**src/rtl/display_pkg.sv**
```systemverilog
// Shared constants and types for the seven-segment display scanner.
package display_pkg;

    localparam int NIBBLE_W   = 4;
    localparam int MAX_DIGITS = 16;

    // Widest anode bus supported; instances slice the low NUM_DIGITS bits.
    localparam logic [MAX_DIGITS-1:0] AN_OFF = '1;

    typedef enum logic {
        BLANK = 1'b0,
        ON    = 1'b1
    } scan_phase_t;

endpackage

```
**src/rtl/scan_tick_gen.sv**
```systemverilog
// Per-slot cycle counter. Its flags look one cycle ahead, so the parent can
// load registered outputs that line up with the counter's next value.
module scan_tick_gen
    import display_pkg::*;
#(
    parameter int DIV          = 1000,
    parameter int BLANK_CYCLES = 2
) (
    input  logic clk,
    input  logic rst_n,
    output logic slot_end,
    output logic in_blank
);

    localparam int TW = $clog2(DIV);
    localparam logic [TW-1:0] TICK_LAST = TW'(DIV - 1);

    logic [TW-1:0] tick_cnt;
    logic [TW-1:0] tick_nxt;
    scan_phase_t   phase_nxt;

    always_comb begin
        tick_nxt  = (tick_cnt == TICK_LAST) ? '0 : tick_cnt + 1'b1;
        phase_nxt = (32'(tick_nxt) < BLANK_CYCLES) ? BLANK : ON;
    end

    assign slot_end = (tick_nxt == TICK_LAST);
    assign in_blank = (phase_nxt == BLANK);

    always_ff @(posedge clk or negedge rst_n) begin
        if (!rst_n) begin
            tick_cnt <= '0;
        end else begin
            tick_cnt <= tick_nxt;
        end
    end

endmodule

```
**src/rtl/display_scanner.sv**
```systemverilog
// Time-multiplexed common-anode seven-segment scanner feeding segmentDecoder.
// Values are shadowed and committed only at frame boundaries so frames never tear.
module display_scanner
    import display_pkg::*;
#(
    parameter int NUM_DIGITS   = 4,
    parameter int DIV          = 1000,
    parameter int BLANK_CYCLES = 2
) (
    input  logic                             clk,
    input  logic                             rst_n,
    input  logic                             load_valid,
    output logic                             load_ready,
    input  logic [NIBBLE_W*NUM_DIGITS-1:0]   load_value,
    input  logic                             lz_blank_en,
    output logic [NIBBLE_W-1:0]              D,
    output logic [NUM_DIGITS-1:0]            AN,
    output logic [$clog2(NUM_DIGITS)-1:0]    digit_idx,
    output logic                             frame_done
);

    localparam int IDX_W = $clog2(NUM_DIGITS);
    localparam int VW    = NIBBLE_W * NUM_DIGITS;
    localparam logic [IDX_W-1:0]      LAST_IDX   = IDX_W'(NUM_DIGITS - 1);
    localparam logic [NUM_DIGITS-1:0] AN_ALL_OFF = AN_OFF[NUM_DIGITS-1:0];

    logic [VW-1:0]         disp_reg;
    logic [VW-1:0]         pend_reg;
    logic                  pend_vld;
    logic                  slot_last;
    logic                  next_slot_end;
    logic                  next_in_blank;

    logic                  accept;
    logic                  commit;
    logic [VW-1:0]         disp_nxt;
    logic [IDX_W-1:0]      idx_nxt;
    logic                  upper_zero;
    logic                  lz_hide;
    logic [NUM_DIGITS-1:0] an_nxt;
    logic [NIBBLE_W-1:0]   d_nxt;

    scan_tick_gen #(
        .DIV          (DIV),
        .BLANK_CYCLES (BLANK_CYCLES)
    ) u_tick (
        .clk      (clk),
        .rst_n    (rst_n),
        .slot_end (next_slot_end),
        .in_blank (next_in_blank)
    );

    // Handshake: a transfer happens on any cycle with load_valid && load_ready;
    // load_ready is !pend_vld, so a held value is never overwritten or lost.
    assign load_ready = !pend_vld;

    always_comb begin
        accept   = load_valid && !pend_vld;
        commit   = frame_done && pend_vld;
        disp_nxt = commit ? pend_reg : disp_reg;
        if (!slot_last) begin
            idx_nxt = digit_idx;
        end else if (digit_idx == LAST_IDX) begin
            idx_nxt = '0;
        end else begin
            idx_nxt = digit_idx + 1'b1;
        end

        // A digit is dark when it and every more-significant nibble are zero.
        upper_zero = 1'b1;
        for (int i = 0; i < NUM_DIGITS; i++) begin
            if (i >= int'(idx_nxt) && disp_nxt[i*NIBBLE_W +: NIBBLE_W] != '0) begin
                upper_zero = 1'b0;
            end
        end
        lz_hide = lz_blank_en && (idx_nxt != '0) && upper_zero;

        an_nxt = (next_in_blank || lz_hide) ? AN_ALL_OFF
                                            : ~(NUM_DIGITS'(1) << idx_nxt);
        d_nxt  = disp_nxt[idx_nxt*NIBBLE_W +: NIBBLE_W];
    end

    always_ff @(posedge clk or negedge rst_n) begin
        if (!rst_n) begin
            disp_reg   <= '0;
            pend_reg   <= '0;
            pend_vld   <= 1'b0;
            slot_last  <= 1'b0;
            digit_idx  <= '0;
            frame_done <= 1'b0;
            AN         <= AN_ALL_OFF;
            D          <= '0;
        end else begin
            disp_reg   <= disp_nxt;
            slot_last  <= next_slot_end;
            digit_idx  <= idx_nxt;
            frame_done <= next_slot_end && (idx_nxt == LAST_IDX);
            AN         <= an_nxt;
            D          <= d_nxt;
            // A load accepted on the boundary cycle waits for the next boundary.
            if (commit) begin
                pend_vld <= 1'b0;
            end else if (accept) begin
                pend_vld <= 1'b1;
                pend_reg <= load_value;
            end
        end
    end

endmodule

```
**config.mk**
```make
export PLATFORM = sky130hd
export DESIGN_NAME = display_scanner
export DESIGN_NICKNAME = d
export VERILOG_FILES = /design/src/rtl/display_pkg.sv /design/src/rtl/scan_tick_gen.sv /design/src/rtl/display_scanner.sv
export SDC_FILE = /design/constraint.sdc
export NUM_CORES = 1
export LEC_CHECK = 0
export BUFFER_PORTS_ARGS = -buffer_cell sky130_fd_sc_hd__buf_4
export CAP_MARGIN = 20
export CORE_MARGIN = 2
export CORE_UTILIZATION = 35
export DETAILED_ROUTE_END_ITERATION = 6
export GPL_TIMING_DRIVEN = 0
export SYNTH_ARGS = -nofsm -noshare
export SYNTH_HDL_FRONTEND = slang
export SYNTH_HIERARCHICAL = 1
export SYNTH_SLANG_ARGS = --single-unit
```
**constraint.sdc**
```tcl
create_clock -name clk -period 1.75 [get_ports clk]
set_input_delay 0.175 -clock clk [delete_from_list [all_inputs] [get_ports clk]]
set_output_delay 0.175 -clock clk [all_outputs]
set_load 0.1 [all_outputs]
```
==> results.yml <==
timing:
  worst_slack_ns: -0.1497
  slew_violations: 0
  fmaxAchievable_mhz: 526.4
  tightest_slew_ns: 0.6820
  timing.final.hold_violations: 0
  rsz0062_at_grt: "true"
  skew_ns: 0.01063
  relSlewSlack: 0.5453
  final.period_utilization: 1.086
  setup_violations: 4
  layout_min_cycle_time_ns: 1.900
clock_network:
  cts_buffer_depth: 2
  clkTransAtPathRegs_ns: 0.11
  cts_sinks: 55
  numCtsBuffers: 5
  clockRootBuffer: "clkbuf_8"
  htree_levels: 2
  worstSkewPairLatency_ns: 0.31
  cts_tree: "built"
finish:
  ff_latch_area_um2: 1393
  fillerInstances: 670
  diodes: 0
  multi_input_area_um2: 1202
  nets: 290
  drive_gt1_frac: 0.4815
  most-common-layout-cells: "buf_4, dfrtp_1, mux2_2"
  final_common_cell: "buf_4"
  instances_no_fill: 369
  syn_to_final_growth_pct: 27.49
  fin_area_um2: 3284
drt:
  dr.pass1.iters: 4
  wirelength_um: 5289
  num_vias: 1837
  first_iter_violations: 71
  detail_route.vias_per_cell: 4.978
  postRouteAntennaNets: 0
  wl_per_cell_um: 14.33
  drt_drc_violations_left: 0
hold_path:
  min_from: "load_value[4]"
  min_to: "pend_reg[4]"
  holdCritPathClass: "in -> reg"
  hold_depth: 2
global_route:
  grt_max_degree: 56
  grt_use_total: 0.1323
  antenna_found_initial: 0
  grt_pass1_wl_um: 8783
  grt_pass1_vias: 1833
  gr-total-overflow: 0
floorplan:
  row_count: 31
  ioPinCount: 32
  start_util: 0.3590
  die_h_um: 89.80
  fp.dieW_um: 89.80
  core_area_um2: 7176
  dieArea_um2: 8063
worst_setup_path:
  reg2regPathDepth: 4
  start_kind: "register"
  cp-end-kind: "register"
  cpPeakStageDelay_ns: 0.53
  critPathBufInv: 0
  critPathKind: "reg -> reg"
  path_cells: "nand2_4, mux2_2, o41a_1, o41ai_2"
  rrSetupSlack_ns: -0.15
  critPathTopFamily: "compound AO/OA/AOI/OAI gates"
  timing.critical_path.slowest_stage_cell: "dfrtp_4"
  worstPathRequired_ns: 1.95
  cp.arrival_ns: 2.10
  r2r_end: "AN[3]"
  crit-reg2reg-launch: "frame_done"
  crit_fanout: 5
placement:
  port_buffers: 31
  place_area_um2: 2945
  globalplace.congestion: 0.7592
  placedCellCount: 345
  hpwl_um: 3658
pwr:
  seqPwrFrac: 0.621
  p_sw_w: 0.0004764
  swShare: 0.2270
  cellLeakagePower_nw: 1.521
  combPwrFrac: 0.039
  pwr-share-clk: 0.341
  internal-power_w: 0.001623
  fin_total_pwr_w: 0.002099
  powerDensity_nw_per_um2: 639.1
  vdd_drop_max_uv: 344.2
yosys:
  synth-edff-count: 0
  synthArstFlopShare: 1.000
  syn_area_um2: 2576
  synth_top_cell_by_area: "dfrtp_1"
  netlist.area_leader.share: 0.4954
  ys_seq_area_frac: 0.5362
  ys_ff_latch: 55
  synthTopCellsByArea: "dfrtp_1, mux2_2, dfstp_2, a21oi_1, nor2_1"
  yosysUniqueCellTypes: 52
  synth_nets: 236
  avgSynthCellArea_um2: 11.98
  ys.flop_type: "dfrtp_1"
  yosysWarnings: 6
  netlist_instances: 215
run_status:
  violations: "negative setup slack"
  status: "complete, but fails checks"
run:
  drv_cap: 0
## synthesized netlist by cell type (all sizes together) (3+ instances only)
master and number:
dfrtp 51, mux2 32, nor2 17, a21oi 13, nand2 13, buf 10, nor3 7, nand3 5
o21ai 5, a211oi 4, dfstp 4, inv 4, mux2i 4, nor4 4, xnor2 4, xor2 4
o31ai 3, or3 3
## final cells by class
| class | instances | area share |
|---|---|---|
| timing repair buffer | 48 | 0.1116 |
| sequential | 55 | 0.4240 |
| inverter | 4 | 0.004571 |
| tap | 99 | 0.03771 |
| multi-input combinational | 146 | 0.3661 |
| clock inverter | 3 | 0.006857 |
| buffer | 9 | 0.02819 |
| clock buffer | 5 | 0.02095 |
## repair_timing
action,4_1_cts,5_1_grt
endpoints found under the setup margin,18,5
pin swaps,6,7
hold endpoints to repair,51,0
hold buffers,1,0
gates resized for setup,18,18
setup buffers,9,6
gates cloned,0,1
## worst max path at each step
stage	start	endpoint	slack, ns	cells after the start
6_report	frame_done	AN[3]	-0.15	4
5_1_grt	u_tick/tick_cnt[3]	AN[1]	-0.26	9
4_1_cts	frame_done	AN[3]	-0.15	4
3_5_place_dp	u_tick/tick_cnt[0]	AN[3]	-0.39	7
3_3_place_gp	u_tick/tick_cnt[0]	AN[3]	-0.40	7
2_1_floorplan	frame_done	AN[3]	-0.14	5
## logic make-up (layout without fill, tap and decap cells)
| family | count (synthesis) | after routing | synth area share |
|---|---|---|---|
| AOI/OAI and AO/OA | 34 | 34 | 0.08888 |
| xor gates and xnor gates | 8 | 8 | 0.02719 |
| adders and majority gates | 1 | 1 | 0.004856 |
| buffers and inverters | 14 | 69 | 0.03108 |
| DFF | 55 | 55 | 0.5362 |
| muxes | 38 | 38 | 0.1758 |
| and+or+nand+nor | 65 | 65 | 0.1360 |
## power by group through the flow
stage	logic (W)	clock network (W)	registers (W)
floorplan	0.0000224	0	0.00132
global placement	0.0000816	0	0.00133
detailed placement	0.0000820	0	0.00133
CTS	0.0000840	0.000751	0.00130
global route	0.0000912	0.000801	0.00131
finish	0.0000808	0.000716	0.00130
## stage by stage
stage	TNS, ns	hold WS (ns)	util	worst slack [ns]
after global placement	-3.339	0.2703	0.4105	-0.3957
after global routing	-1.072	0.06697	0.4577	-0.2641
final	-0.4779	0.08544	0.4577	-0.1497
after detailed placement	-3.080	0.2687	0.4105	-0.3928
after floorplan	-0.2739	-0.1206	-	-0.1403
after CTS	-0.4200	0.07205	0.4424	-0.1480
## layer usage
layer,routed length [um],global-route usage,vias to the layer above
li1,-,-,882
met1,2348,0.1797,914
met2,2693,0.2134,36
met3,197,0.03018,5
met4,49,0.03846,0
met5,0,0,-
## worst reg2reg max path, delay by kind of cell, from the launching register on
kind | cells | cell delay [ns]
compound gates | 2 | 0.80
flops | 1 | 0.53
mux | 1 | 0.36
simple gates | 1 | 0.10
Power figures use the tool's default switching activity.
